File: src/rtl/cpu_pkg.sv
// Shared opcode map and parameter legality helpers for the CPU execute stage.
package cpu_pkg;

    typedef enum logic [3:0] {
        OP_NOP = 4'h0,
        OP_LDI = 4'h1,
        OP_MOV = 4'h2,
        OP_ADD = 4'h3,
        OP_SUB = 4'h4,
        OP_AND = 4'h5,
        OP_OR  = 4'h6,
        OP_XOR = 4'h7,
        OP_SHL = 4'h8,
        OP_SHR = 4'h9,
        OP_CMP = 4'hA,
        OP_OUT = 4'hB,
        OP_JMP = 4'hC,
        OP_JZ  = 4'hD,
        OP_JC  = 4'hE,
        OP_JNZ = 4'hF
    } opcode_t;

    function automatic bit num_regs_legal(input int n);
        return (n == 2) || (n == 4);
    endfunction

endpackage

File: src/rtl/cpu_alu.sv
// Combinational result and Z/C generation for every opcode; no state.
module cpu_alu
    import cpu_pkg::*;
(
    input  opcode_t     i_op,
    input  logic [3:0]  i_a,
    input  logic [3:0]  i_b,
    output logic [3:0]  o_res,
    output logic        o_z,
    output logic        o_c
);

    logic [4:0] w_wide;

    // Bit 4 of w_wide carries the C value for ops that touch flags.
    always_comb begin
        w_wide = {1'b0, i_a};
        case (i_op)
            OP_ADD:         w_wide = {1'b0, i_a} + {1'b0, i_b};
            OP_SUB, OP_CMP: w_wide = {1'b0, i_a} - {1'b0, i_b};
            OP_AND:         w_wide = {1'b0, i_a & i_b};
            OP_OR:          w_wide = {1'b0, i_a | i_b};
            OP_XOR:         w_wide = {1'b0, i_a ^ i_b};
            OP_SHL:         w_wide = {i_a, 1'b0};
            OP_SHR:         w_wide = {i_a[0], 1'b0, i_a[3:1]};
            OP_LDI, OP_MOV: w_wide = {1'b0, i_b};
            default:        w_wide = {1'b0, i_a};
        endcase
    end

    assign o_res = w_wide[3:0];
    assign o_c   = w_wide[4];
    assign o_z   = (w_wide[3:0] == 4'd0);

endmodule

File: src/rtl/cpu_exec_stage.sv
// Single-cycle execute stage: register file, Z/C flags, output port and jump decision.
module cpu_exec_stage
    import cpu_pkg::*;
#(
    parameter int NUM_REGS = 4
) (
    input  logic        Clock,
    input  logic        Reset_n,
    input  logic [3:0]  command,
    input  logic [3:0]  A,
    input  logic [3:0]  B,
    output logic        DoJump,
    output logic [3:0]  Out_data,
    output logic        Out_valid,
    output logic        Zero,
    output logic        Carry
);

    localparam int K = $clog2(NUM_REGS);

    generate
        if (!num_regs_legal(NUM_REGS)) begin : g_bad_num_regs
            $error("cpu_exec_stage: NUM_REGS must be 2 or 4");
        end
    endgenerate

    logic [3:0]   r_regs [NUM_REGS];
    logic         r_zero;
    logic         r_carry;
    logic [3:0]   r_out_data;
    logic         r_out_valid;

    opcode_t      w_op;
    logic [K-1:0] w_ia;
    logic [K-1:0] w_ib;
    logic [3:0]   w_opa;
    logic [3:0]   w_opb;
    logic [3:0]   w_res;
    logic         w_z;
    logic         w_c;
    logic         w_wr_reg;
    logic         w_wr_flags;
    logic         w_jump;
    logic [3-K:0] w_unused_a;

    assign w_op       = opcode_t'(command);
    assign w_ia       = A[K-1:0];
    assign w_ib       = B[K-1:0];
    assign w_unused_a = A[3:K];
    assign w_opa      = r_regs[w_ia];
    // LDI takes B as an immediate; everything else reads B as a register index.
    assign w_opb      = (w_op == OP_LDI) ? B : r_regs[w_ib];

    cpu_alu u_alu (
        .i_op  (w_op),
        .i_a   (w_opa),
        .i_b   (w_opb),
        .o_res (w_res),
        .o_z   (w_z),
        .o_c   (w_c)
    );

    assign w_wr_reg   = (w_op >= OP_LDI) && (w_op <= OP_SHR);
    assign w_wr_flags = (w_op >= OP_ADD) && (w_op <= OP_CMP);

    always_ff @(posedge Clock or negedge Reset_n) begin
        if (!Reset_n) begin
            for (int i = 0; i < NUM_REGS; i++) r_regs[i] <= 4'd0;
            r_zero      <= 1'b0;
            r_carry     <= 1'b0;
            r_out_data  <= 4'd0;
            r_out_valid <= 1'b0;
        end else begin
            if (w_wr_reg) r_regs[w_ia] <= w_res;
            if (w_wr_flags) begin
                r_zero  <= w_z;
                r_carry <= w_c;
            end
            r_out_valid <= (w_op == OP_OUT);
            if (w_op == OP_OUT) r_out_data <= w_opa;
        end
    end

    // Jumps look at the flags left by the previous instruction.
    always_comb begin
        w_jump = 1'b0;
        case (w_op)
            OP_JMP:  w_jump = 1'b1;
            OP_JZ:   w_jump = r_zero;
            OP_JC:   w_jump = r_carry;
            OP_JNZ:  w_jump = ~r_zero;
            default: w_jump = 1'b0;
        endcase
    end

    assign DoJump    = Reset_n & w_jump;
    assign Out_data  = r_out_data;
    assign Out_valid = r_out_valid;
    assign Zero      = r_zero;
    assign Carry     = r_carry;

endmodule

File: config.mk
export PLATFORM = sky130hd
export DESIGN_NAME = cpu_exec_stage
export DESIGN_NICKNAME = d
export VERILOG_FILES = /design/src/rtl/cpu_pkg.sv /design/src/rtl/cpu_alu.sv /design/src/rtl/cpu_exec_stage.sv
export SDC_FILE = /design/constraint.sdc
export NUM_CORES = 1
export LEC_CHECK = 0
export CAP_MARGIN = 20
export CORE_MARGIN = 10
export CORE_UTILIZATION = 50
export DETAILED_ROUTE_END_ITERATION = 12
export PLACE_DENSITY = 0.79
export SYNTH_ARGS = -nofsm -noshare
export SYNTH_HDL_FRONTEND = slang
export SYNTH_SLANG_ARGS = --single-unit
File: constraint.sdc
create_clock -name Clock -period 3.8 [get_ports Clock]
set_input_delay 0.95 -clock Clock [delete_from_list [all_inputs] [get_ports Clock]]
set_output_delay 0.95 -clock Clock [all_outputs]
set_load 0.02 [all_outputs]
# Word-level counts from Yosys, hierarchy flattened
# Index checks and enable logic that the tools add are counted.
dict set report word_totals {
  register_bits 23
  in_bits 14
  out_inout_bits 8
  wordCells 57
}
dict set report classes {
  n_addsub 2
  magnitude_cmp 7
  n_eq_ne 15
  n_mux 12
  bitwise_logic 7
  n_reduce_logical 6
}
# operator n
set ops {}
lappend ops {{$pmux W5 S8} 1}
lappend ops {{$eq A4 B4 Y1 const B} 8}
lappend ops {{$mux W4} 6}
lappend ops {{$bmux W4 S2} 2}
lappend ops {{$bwmux W16} 1}
lappend ops {{$eq A4 B3 Y1 const B} 4}
lappend ops {{$demux W4 S2} 1}
lappend ops {{$eq A4 B2 Y1 const B} 2}
lappend ops {{$le A4 B4 Y1 const B} 2}
lappend ops {{$ge A3 B3 Y1 const B} 2}
lappend ops {{$not A2 Y3} 2}
lappend ops {{$add A4 B4 Y5} 1}
lappend ops {{$sub A4 B4 Y5} 1}
lappend ops {{$and A4 B4 Y4} 1}
lappend ops {{$eq A4 B1 Y1 const B} 1}
lappend ops {{$ge A4 B1 Y1 const B} 1}
lappend ops {{$ge A4 B2 Y1 const B} 1}
lappend ops {{$logic_not A4 Y1} 1}
lappend ops {{$or A4 B4 Y4} 1}
lappend ops {{$pmux W1 S4} 1}
lappend ops {{$reduce_or A2 Y1} 2}
lappend ops {{$xor A4 B4 Y4} 1}
lappend ops {{$logic_and A1 B1 Y1} 3}
lappend ops {{$lt A3 B1 Y1 const B} 1}
lappend ops {{2 further kinds} 2}

# Logic depth before layout (Yosys ltp)
# Gate-level depths: netlist (run 1).
dict set report logic_depth {
  ltp_word 8
  ltp_mapped 15
  depth_no_buf 13
}

# Modules after synthesis
# A second synthesis (run 1) with hierarchy kept.
dict set report hier_totals {
  cells_unflattened 186
  area_unflattened_um2 1994.4
}
# mod n_inst cells_each area_each_um2 seq_area_each_um2
set modules_own_cells {}
lappend modules_own_cells {cpu_exec_stage 1 82 1208.7 575.6}
lappend modules_own_cells {cpu_alu 1 104 785.8 0.0}

# Worst setup path before layout (run 1)
# No wires, ideal clock.
dict set report synth_path {
  path_kind {input to register}
  from {in command[2]}
  to {reg r_zero, in the netlist Zero}
  setup_ps 92
  t_arrival_ps 4390
  setup_slack_ps -682
  path_stages 14
  cell_sequence {buf_2 -> or4b_1 -> buf_2 -> and3_1 -> or2_2 -> ha_1 -> o21a_1 -> fa_1 -> nor4_1 -> a31oi_1 -> o21ai_0 -> o31a_1 -> or3_1 -> o31ai_2}
}
dict set report synth_between {
  elab_chain_len 5
}
# element line_no
set synth_rtl {}
lappend synth_rtl {{from (decl)} cpu_exec_stage.sv:9} ;# input logic [3:0] command,
lappend synth_rtl {{$eq A4 B1 Y1} {cpu_alu.sv:18, cpu_exec_stage.sv:52}}
lappend synth_rtl {{$mux W4} cpu_exec_stage.sv:52} ;# assign w_opb = (w_op == OP_LDI) ? B : r_regs[w_ib];
lappend synth_rtl {{$sub A4 B4 Y5 (tied with other cells)} cpu_alu.sv:20} ;# OP_SUB, OP_CMP: w_wide = {1'b0, i_a} - {1'b0, i_b};
lappend synth_rtl {{$pmux W5 S8} cpu_alu.sv:18} ;# case (i_op)
lappend synth_rtl {{$logic_not A4 Y1} cpu_alu.sv:33} ;# assign o_z = (w_wide[3:0] == 4'd0);
lappend synth_rtl {{to (signal assigned)} cpu_exec_stage.sv:76} ;# r_zero <= w_z;
lappend synth_rtl {{to (decl)} cpu_exec_stage.sv:28} ;# logic r_zero;
# Parallel ways exist; a longest one is shown, timed or not.
# A chain may end at the register's enable or synchronous reset.

# Worst setup path after layout (run 1)
# Ends and elaborated chain as after synthesis.

==> metrics.txt, run 1 <==
# TYPE chip_impl_metric gauge
chip_impl_metric{name="clock_skew",unit="ps"} 1.34
chip_impl_metric{name="clk_latency",unit="ps"} 270
chip_impl_metric{name="final-hold-violation-count",unit=""} 0
chip_impl_metric{name="layout.nets",unit=""} 304
chip_impl_metric{name="synth_seq_cells",unit=""} 23
chip_impl_metric{name="drc",unit=""} 0
chip_impl_metric{name="grt_max_degree",unit=""} 30
chip_impl_metric{name="post_route_cells_drive_above_1_share",unit=""} 0.349
chip_impl_metric{name="netSwitchingPower",unit="mW"} 0.784
chip_impl_metric{name="ys_warn_count",unit=""} 0
chip_impl_info{name="worst_path_class_setup",value="input pin to flip-flop"} 1
chip_impl_metric{name="setup_viol",unit=""} 9
chip_impl_metric{name="via_per_inst",unit=""} 5.90
chip_impl_metric{name="worst_ir_drop_vdd",unit="mV"} 0.442
chip_impl_metric{name="power-per-cell-area",unit="mW/mm^2"} 704
chip_impl_metric{name="post-route-worst-setup-slack",unit="ps"} -184
chip_impl_info{name="status",value="finished with violations"} 1
chip_impl_info{name="rsz0062_at_grt",value="true"} 1
chip_impl_info{name="worstHoldPathType",value="flip-flop to flip-flop"} 1
chip_impl_info{name="ys_dominant_reg_cell",value="sky130_fd_sc_hd__dfrtp_1"} 1
chip_impl_info{name="violations",value="setup timing"} 1
chip_impl_metric{name="clk_pin_slew_worst_paths",unit="ps"} 80
chip_impl_metric{name="arrival_time_reported_for_the_critical_path_endpoint",unit="ps"} 4160
chip_impl_metric{name="syn_nets",unit=""} 252
chip_impl_metric{name="synth_cells",unit=""} 224
chip_impl_metric{name="power.combinational.fraction",unit=""} 0.691
chip_impl_metric{name="relative_contribution_of_the_clock_network_to_total_power",unit=""} 0.077
chip_impl_metric{name="worst-path-max-fanout",unit=""} 3
chip_impl_metric{name="finalHoldWorstSlack",unit="ps"} 495
chip_impl_metric{name="grt_pass1_vias",unit=""} 1950
chip_impl_metric{name="floorplan.initialDensity",unit=""} 0.518
chip_impl_metric{name="final_min_period_over_clock_period",unit=""} 1.05
chip_impl_metric{name="antenna_left",unit=""} 0
chip_impl_metric{name="asyncSetResetFlopFracSynth",unit=""} 1.00
chip_impl_info{name="synth_top_cells_by_count",value="23 x sky130_fd_sc_hd__dfrtp_1, 20 x sky130_fd_sc_hd__mux2_2, 17 x sky130_fd_sc_hd__nand2_1"} 1
chip_impl_metric{name="clock_tree.htree_level_count",unit=""} 1
chip_impl_metric{name="fp-row-count",unit=""} 23
chip_impl_metric{name="worst_slew_margin_relative_to_its_limit",unit=""} 0.546
chip_impl_metric{name="synth_area_per_cell",unit="sq um"} 9.24
chip_impl_metric{name="ioPinCount",unit=""} 22
chip_impl_metric{name="final.setup.tns",unit="ps"} -898
chip_impl_metric{name="yosysUniqueCellTypes",unit=""} 52
chip_impl_metric{name="grt_pass1_wl",unit="um"} 9720
chip_impl_metric{name="proportion_of_synthesized_chip_area_in_sequential_cells",unit=""} 0.278
chip_impl_metric{name="clockBufferDepth",unit=""} 2
chip_impl_metric{name="n_antenna_cell",unit=""} 0
chip_impl_metric{name="fp.dieW",unit="um"} 84.4
chip_impl_metric{name="max_slew.worst_pin.slew",unit="ps"} 675
chip_impl_info{name="most_frequently_used_cell_type_in_the_post_synthesis_netlist",value="sky130_fd_sc_hd__dfrtp_1"} 1
chip_impl_info{name="ctsRootBufferMaster",value="sky130_fd_sc_hd__clkbuf_8"} 1
chip_impl_metric{name="routedWlPerCell",unit="um"} 18.0
chip_impl_metric{name="max_clock_freq",unit="GHz"} 0.251
chip_impl_metric{name="slew_violations",unit=""} 0
chip_impl_info{name="setup.worst_path.end_class",value="flip-flop"} 1
chip_impl_info{name="tritoncts",value="done"} 1
chip_impl_metric{name="drt_first_iter_violations",unit=""} 241
chip_impl_metric{name="hpwlAfterDp",unit="um"} 4420
chip_impl_metric{name="routabilityCongestion",unit=""} 0.865
chip_impl_metric{name="via_count",unit=""} 1917
chip_impl_metric{name="numCtsBuffers",unit=""} 3
chip_impl_info{name="cell_taking_the_most_area_after_synthesis",value="sky130_fd_sc_hd__dfrtp_1"} 1
chip_impl_metric{name="areaGrowthSynthToFinish",unit="%"} 32.7
chip_impl_metric{name="firstDrtPassIters",unit=""} 5
chip_impl_metric{name="synth_enable_flop_cells",unit=""} 0
chip_impl_metric{name="port-buffer-count",unit=""} 19
chip_impl_metric{name="floorplan.die.height",unit="um"} 84.4
chip_impl_metric{name="worst-endpoint-required",unit="ps"} 3980
chip_impl_metric{name="synth_area",unit="sq mm"} 0.00207
chip_impl_metric{name="sw_frac_of_total",unit=""} 0.405
chip_impl_metric{name="global_route.usage.total",unit=""} 0.161
chip_impl_metric{name="minimum_clock_period_after_layout",unit="ps"} 3980
chip_impl_metric{name="timing.max_cap.violations",unit=""} 0
chip_impl_metric{name="internal_power_contribution",unit="mW"} 1.15
chip_impl_metric{name="finalWirelength",unit="um"} 5840
chip_impl_metric{name="die_area",unit="sq mm"} 0.00712
chip_impl_metric{name="total_congestion_overflow_after_global_routing",unit=""} 0
chip_impl_info{name="startpoint_type",value="input pin"} 1
chip_impl_metric{name="power_frac_seq",unit=""} 0.232
chip_impl_metric{name="leakage",unit="nW"} 1.24
chip_impl_metric{name="coreArea",unit="sq mm"} 0.00400
chip_impl_metric{name="cts.sink_count",unit=""} 23
chip_impl_metric{name="grt_antenna_before_repair",unit=""} 0
chip_impl_metric{name="cts_hold_buf",unit=""} 0
chip_impl_metric{name="synth_top_area_frac",unit=""} 0.278
chip_impl_info{name="synth_area_leaders",value="sky130_fd_sc_hd__dfrtp_1 28%, sky130_fd_sc_hd__mux2_2 11%, sky130_fd_sc_hd__ha_1 7.9%, sky130_fd_sc_hd__mux4_2 5.4%, sky130_fd_sc_hd__mux2i_1 4.8%"} 1
timing repair:
item / 4_1_cts / 5_1_grt
setup buffers: 5 / 1
setup endpoints to repair: 17 / 13
pin swaps: 15 / 7
gates resized for setup: 31 / 6
final timing paths:
kind | startpoint | endpoint | slack, ps | cells after the start
setup / recovery | command[2] | Zero$_DFFE_PN0P_ | -180 | 13
hold / removal | Out_data[0]$_DFFE_PN0P_ | Out_data[0]$_DFFE_PN0P_ | 490 | 2
hold reg to reg | Out_data[0]$_DFFE_PN0P_ | Out_data[0]$_DFFE_PN0P_ | 490 | 2
setup reg to reg | r_regs[5]$_DFFE_PN0P_ | Zero$_DFFE_PN0P_ | 560 | 12
min in group asynchronous | Reset_n | r_regs[2]$_DFFE_PN0P_ | 1090 | 2
max in group asynchronous | Reset_n | Out_data[2]$_DFFE_PN0P_ | 2480 | 2
routing by layer:
layer / vias to the layer above / share of wire / GRT usage
met5: - / 0 / 0
met2: 67 / 0.52 / 0.289
met4: 0 / 0.013 / 0.0404
met3: 8 / 0.031 / 0.0126
met1: 926 / 0.43 / 0.200
li1: 916 / - / -
layout make-up:
type                    count  area (sq um)
inverters                  14          55.1
clock inverters             1          5.00
repair buffers             62           508
multi-input cells         172          1500
flip-flops and latches     23           576
fillers                   303          1250
well taps                  50          62.6
clock buffers               3          41.3
cells in the final DEF, fill, tap and decap left out, types with 2 or more instances in the layout:
cell                              count
sky130_fd_sc_hd__o31a_1               2
sky130_fd_sc_hd__o21ai_1              3
sky130_fd_sc_hd__o21ai_0              9
sky130_fd_sc_hd__nor2b_1              4
sky130_fd_sc_hd__buf_2                3
sky130_fd_sc_hd__a21oi_1              6
sky130_fd_sc_hd__nor2_1              12
sky130_fd_sc_hd__nand2b_1             4
sky130_fd_sc_hd__o211ai_1             5
sky130_fd_sc_hd__nand3_1             11
sky130_fd_sc_hd__nor4b_1              2
sky130_fd_sc_hd__mux2_2              14
sky130_fd_sc_hd__dlygate4sd2_1        2
sky130_fd_sc_hd__xnor2_1              6
sky130_fd_sc_hd__mux2_4               6
sky130_fd_sc_hd__ha_1                10
sky130_fd_sc_hd__and2_1               2
sky130_fd_sc_hd__clkbuf_8             3
sky130_fd_sc_hd__buf_4               40
sky130_fd_sc_hd__dfrtp_1             23
sky130_fd_sc_hd__clkdlybuf4s50_1     13
sky130_fd_sc_hd__mux4_2               5
sky130_fd_sc_hd__o21a_1               2
sky130_fd_sc_hd__a31oi_1              3
sky130_fd_sc_hd__buf_6                4
sky130_fd_sc_hd__mux2i_1             10
sky130_fd_sc_hd__ha_4                 2
sky130_fd_sc_hd__nor3_1               2
sky130_fd_sc_hd__nand2_1             17
sky130_fd_sc_hd__inv_1               13
per-stage QoR:
stage / std cells / utilization / setup slack, ps / area (sq um) / power, mW
final: 325 / 0.687 / -184 / 2750 / 1.94
after global routing: 325 / 0.687 / -282 / 2750 / 2.10
after CTS: 324 / 0.679 / -227 / 2720 / 1.89
after detailed placement: 316 / 0.651 / -853 / 2600 / 1.66
after global placement: 316 / 0.651 / -716 / 2600 / 1.62
after floorplan: 224 / - / -365 / 2160 / 1.23
critical path, stage by stage:
cell                      delay [ps]
sky130_fd_sc_hd__buf_6           100
sky130_fd_sc_hd__or4b_4          540
sky130_fd_sc_hd__and3_4          170
sky130_fd_sc_hd__or2_4           250
sky130_fd_sc_hd__ha_4            240
sky130_fd_sc_hd__o21a_1          200
sky130_fd_sc_hd__fa_1            550
sky130_fd_sc_hd__nor4_1           70
sky130_fd_sc_hd__a31oi_1         140
sky130_fd_sc_hd__o21ai_1          90
sky130_fd_sc_hd__o31a_1          300
sky130_fd_sc_hd__or3_4           400
sky130_fd_sc_hd__o31ai_2         180
registers in the layout, indices dropped and copies added, names as in the netlist:
register   count
Out_valid      1
Zero           1
Out_data       4
r_regs        16
Carry          1
cell families after synthesis:
logic type | after synthesis | synth area share
AOI/OAI and AO/OA | 48 | 0.161
xor gates and xnor gates | 7 | 0.0296
adders and majority gates | 14 | 0.0882
buffers and inverters | 29 | 0.0574
DFF | 23 | 0.278
muxes | 35 | 0.211
and+or+nand+nor | 68 | 0.174
power groups by stage:
stage | registers (mW) | logic (mW) | clock network (mW)
2_1_floorplan | 0.455 | 0.774 | 0
3_3_place_gp | 0.443 | 1.17 | 0
3_5_place_dp | 0.451 | 1.21 | 0
4_1_cts | 0.446 | 1.29 | 0.157
5_1_grt | 0.464 | 1.47 | 0.163
6_report | 0.449 | 1.34 | 0.150
Power figures use the tool's default switching activity.
==> run 2, diff against run 1 <==
Settings changed: CORE_UTILIZATION 50 to 52, PLACE_DENSITY 0.79 to 0.81, SLEW_MARGIN set to 20.
==> metrics.txt, run 2 (synthesized netlist as in run 1, its figures left out) <==
# TYPE chip_impl_metric gauge
chip_impl_metric{name="via_count",unit=""} 1963
chip_impl_metric{name="sw_frac_of_total",unit=""} 0.407
chip_impl_metric{name="areaGrowthSynthToFinish",unit="%"} 32.9
chip_impl_info{name="setup_crit_end",value="r_regs[5]$_DFFE_PN0P_"} 1
chip_impl_metric{name="cell_area_after_placement",unit="sq mm"} 0.00262
chip_impl_metric{name="relative_contribution_of_the_clock_network_to_total_power",unit=""} 0.085
chip_impl_metric{name="firstDrtPassIters",unit=""} 5
chip_impl_metric{name="r2r_cells",unit=""} 13
chip_impl_metric{name="clk_latency",unit="ps"} 280
chip_impl_metric{name="floorplan.die.height",unit="um"} 83.1
chip_impl_metric{name="grt_pass1_wl",unit="um"} 9830
chip_impl_metric{name="post-route-worst-setup-slack",unit="ps"} -175
chip_impl_info{name="startpoint_type",value="input pin"} 1
chip_impl_metric{name="clock_tree.htree_level_count",unit=""} 1
chip_impl_info{name="path_cells",value="buf_6 > or4b_4 > and3_4 > or2_4 > ha_4 > o21a_1 > fa_2 > nand2b_1 > a21oi_1 > o2bb2ai_1 > o31a_1 > buf_4 > buf_6 > mux2_4"} 1
chip_impl_metric{name="setup_viol",unit=""} 9
chip_impl_info{name="critical_path.most_common_cell",value="sky130_fd_sc_hd__buf_6"} 1
chip_impl_metric{name="max_slew.worst_pin.slew",unit="ps"} 764
chip_impl_info{name="worst_path_class_setup",value="input pin to flip-flop"} 1
chip_impl_metric{name="total_power",unit="mW"} 1.94
chip_impl_metric{name="fillCellCount",unit=""} 263
chip_impl_metric{name="grt_pass1_vias",unit=""} 1966
chip_impl_info{name="status",value="finished with violations"} 1
chip_impl_info{name="setup.worst_path.end_class",value="flip-flop"} 1
chip_impl_info{name="crit_family",value="simple AND/OR/NAND/NOR gates"} 1
chip_impl_metric{name="clock_skew",unit="ps"} 15.5
chip_impl_metric{name="flip_flop_count_of_the_largest_register_all_copies_and_words_added",unit=""} 16
chip_impl_metric{name="arrival_time_reported_for_the_critical_path_endpoint",unit="ps"} 4130
chip_impl_metric{name="crit_path_max_incr_delay",unit="ps"} 580
chip_impl_metric{name="ioPinCount",unit=""} 22
chip_impl_metric{name="place_inst",unit=""} 317
chip_impl_metric{name="clockBufferDepth",unit=""} 2
chip_impl_metric{name="global_route.usage.total",unit=""} 0.167
chip_impl_info{name="rsz0062_at_grt",value="true"} 1
chip_impl_metric{name="fp.dieW",unit="um"} 83.1
chip_impl_info{name="final_cell_mix",value="42 x sky130_fd_sc_hd__buf_4, 23 x sky130_fd_sc_hd__dfrtp_1, 17 x sky130_fd_sc_hd__nand2_1, 14 x sky130_fd_sc_hd__inv_1"} 1
chip_impl_metric{name="slew_violations",unit=""} 0
chip_impl_metric{name="worst_slew_margin_relative_to_its_limit",unit=""} 0.487
chip_impl_metric{name="timing.critical_path.buf_inv",unit=""} 3
chip_impl_metric{name="design_area",unit="sq mm"} 0.00275
chip_impl_metric{name="timing.max_cap.violations",unit=""} 0
chip_impl_metric{name="cts_hold_buf",unit=""} 0
chip_impl_metric{name="via_per_inst",unit=""} 6.04
chip_impl_metric{name="die_area",unit="sq mm"} 0.00691
chip_impl_metric{name="detailedPlace.worstSlack",unit="ps"} -895
chip_impl_metric{name="minimum_clock_period_after_layout",unit="ps"} 3970
chip_impl_metric{name="coreArea",unit="sq mm"} 0.00374
chip_impl_metric{name="floorplan.initialDensity",unit=""} 0.553
chip_impl_info{name="final_common_cell",value="sky130_fd_sc_hd__buf_4"} 1
chip_impl_info{name="worstReg2RegStart",value="r_regs[5]$_DFFE_PN0P_"} 1
chip_impl_info{name="destination_of_the_worst_register_to_register_timing_path",value="r_regs[5]$_DFFE_PN0P_"} 1
chip_impl_metric{name="final.setup.tns",unit="ps"} -1210
chip_impl_metric{name="layout.nets",unit=""} 306
chip_impl_metric{name="final-instance-count-excl-fill",unit=""} 325
chip_impl_metric{name="clk_pin_slew_worst_paths",unit="ps"} 100
chip_impl_metric{name="finalWirelength",unit="um"} 5790
chip_impl_metric{name="antenna_left",unit=""} 0
chip_impl_metric{name="cp_num_cells",unit=""} 14
chip_impl_metric{name="max_clock_freq",unit="GHz"} 0.252
chip_impl_metric{name="fp-row-count",unit=""} 22
chip_impl_metric{name="cts.sink_count",unit=""} 23
chip_impl_metric{name="port-buffer-count",unit=""} 19
chip_impl_metric{name="final_min_period_over_clock_period",unit=""} 1.05
chip_impl_metric{name="grt_max_degree",unit=""} 30
chip_impl_info{name="crit_start",value="command[2]"} 1
chip_impl_metric{name="grt_antenna_before_repair",unit=""} 0
chip_impl_metric{name="power_frac_seq",unit=""} 0.232
chip_impl_metric{name="power-per-cell-area",unit="mW/mm^2"} 704
chip_impl_metric{name="total_congestion_overflow_after_global_routing",unit=""} 0
chip_impl_metric{name="leakage",unit="nW"} 1.25
chip_impl_metric{name="routabilityCongestion",unit=""} 0.876
chip_impl_metric{name="post_route_cells_drive_above_1_share",unit=""} 0.343
chip_impl_info{name="largest_register",value="r_regs"} 1
chip_impl_metric{name="worst-endpoint-required",unit="ps"} 3960
chip_impl_metric{name="internal_power_contribution",unit="mW"} 1.15
chip_impl_info{name="worstHoldPathType",value="flip-flop to flip-flop"} 1
chip_impl_metric{name="drt_first_iter_violations",unit=""} 232
chip_impl_metric{name="netSwitchingPower",unit="mW"} 0.789
chip_impl_metric{name="worst-path-max-fanout",unit=""} 5
chip_impl_metric{name="routedWlPerCell",unit="um"} 17.8
chip_impl_metric{name="worst_ir_drop_vdd",unit="mV"} 0.410
chip_impl_metric{name="n_antenna_cell",unit=""} 0
chip_impl_metric{name="hpwlAfterDp",unit="um"} 4340
chip_impl_metric{name="r2r_setup_slack",unit="ps"} 620
chip_impl_info{name="tritoncts",value="done"} 1
chip_impl_metric{name="final-hold-violation-count",unit=""} 0
chip_impl_metric{name="power.combinational.fraction",unit=""} 0.684
chip_impl_metric{name="drc",unit=""} 0
chip_impl_info{name="worst_path_max_delay_cell",value="sky130_fd_sc_hd__or4b_4"} 1
chip_impl_metric{name="numCtsBuffers",unit=""} 3
chip_impl_info{name="violations",value="setup timing"} 1
chip_impl_info{name="ctsRootBufferMaster",value="sky130_fd_sc_hd__clkbuf_8"} 1
run 2: changes by cell type in the layout (fill, tap and decap cells not counted), sizes merged:
cell	delta
buf	+2
clkinv	-1
clkinvlp	+1
run 2: worst min path at each step:
stage	slack (ps)	start	endpoint	depth (start not counted)
after global routing	530	Out_data[1]$_DFFE_PN0P_	Out_data[1]$_DFFE_PN0P_	2
after detailed placement	470	Out_data[0]$_DFFE_PN0P_	Out_data[0]$_DFFE_PN0P_	2
after floorplan	490	r_regs[4]$_DFFE_PN0P_	r_regs[4]$_DFFE_PN0P_	1
after CTS	490	Out_data[0]$_DFFE_PN0P_	Out_data[0]$_DFFE_PN0P_	2
after global placement	460	Out_data[0]$_DFFE_PN0P_	Out_data[0]$_DFFE_PN0P_	2
final	490	Out_data[0]$_DFFE_PN0P_	Out_data[0]$_DFFE_PN0P_	2
run 2: timing repair:
action | 4_1_cts | 5_1_grt
resized for setup | 26 | 8
buffers inserted | 2 | 3
pin swaps | 16 | 13
endpoints found under the hold margin | 0 | 0
endpoints found under the setup margin | 17 | 13
run 2: power groups by stage:
stage          registers (mW)  logic [mW]  clock network (mW)
6_report                0.449        1.32               0.164
4_1_cts                 0.447        1.30               0.168
3_3_place_gp            0.438        1.20                   0
2_1_floorplan           0.455       0.774                   0
3_5_place_dp            0.450        1.24                   0
5_1_grt                 0.468        1.46               0.175
run 2: layout make-up:
cell class / count / area (sq um) / area share
multi-input cells: 172 / 1490 / 0.540
flip-flops and latches: 23 / 576 / 0.209
repair buffers: 64 / 529 / 0.192
well taps: 48 / 60.1 / 0.0218
inverters: 14 / 52.6 / 0.0191
clock buffers: 3 / 41.3 / 0.0150
clock inverters: 1 / 7.51 / 0.00273
run 2: worst register-to-register path, stage by stage, from the launching register on:
cell,delay [ps]
sky130_fd_sc_hd__dfrtp_1,420
sky130_fd_sc_hd__mux2i_1,180
sky130_fd_sc_hd__nand2_1,90
sky130_fd_sc_hd__a22oi_2,290
sky130_fd_sc_hd__ha_4,250
sky130_fd_sc_hd__o21a_1,200
sky130_fd_sc_hd__fa_2,580
sky130_fd_sc_hd__nand2b_1,60
sky130_fd_sc_hd__a21oi_1,120
sky130_fd_sc_hd__o2bb2ai_1,70
sky130_fd_sc_hd__o31a_1,290
sky130_fd_sc_hd__buf_4,140
sky130_fd_sc_hd__buf_6,120
sky130_fd_sc_hd__mux2_4,260
run 2: metal layers:
layer,vias up,GRT usage,wire length (um)
li1,923,-,-
met1,945,0.200,2390
met2,73,0.284,2860
met3,22,0.0293,321
met4,0,0.0692,209
met5,-,0,0
run 2: stage by stage:
step | hold slack (ps) | util
detailed placement | 470 | 0.701
global placement | 461 | 0.701
global route | 525 | 0.735
floorplan | 491 | -
CTS | 493 | 0.722
finish | 491 | 0.735
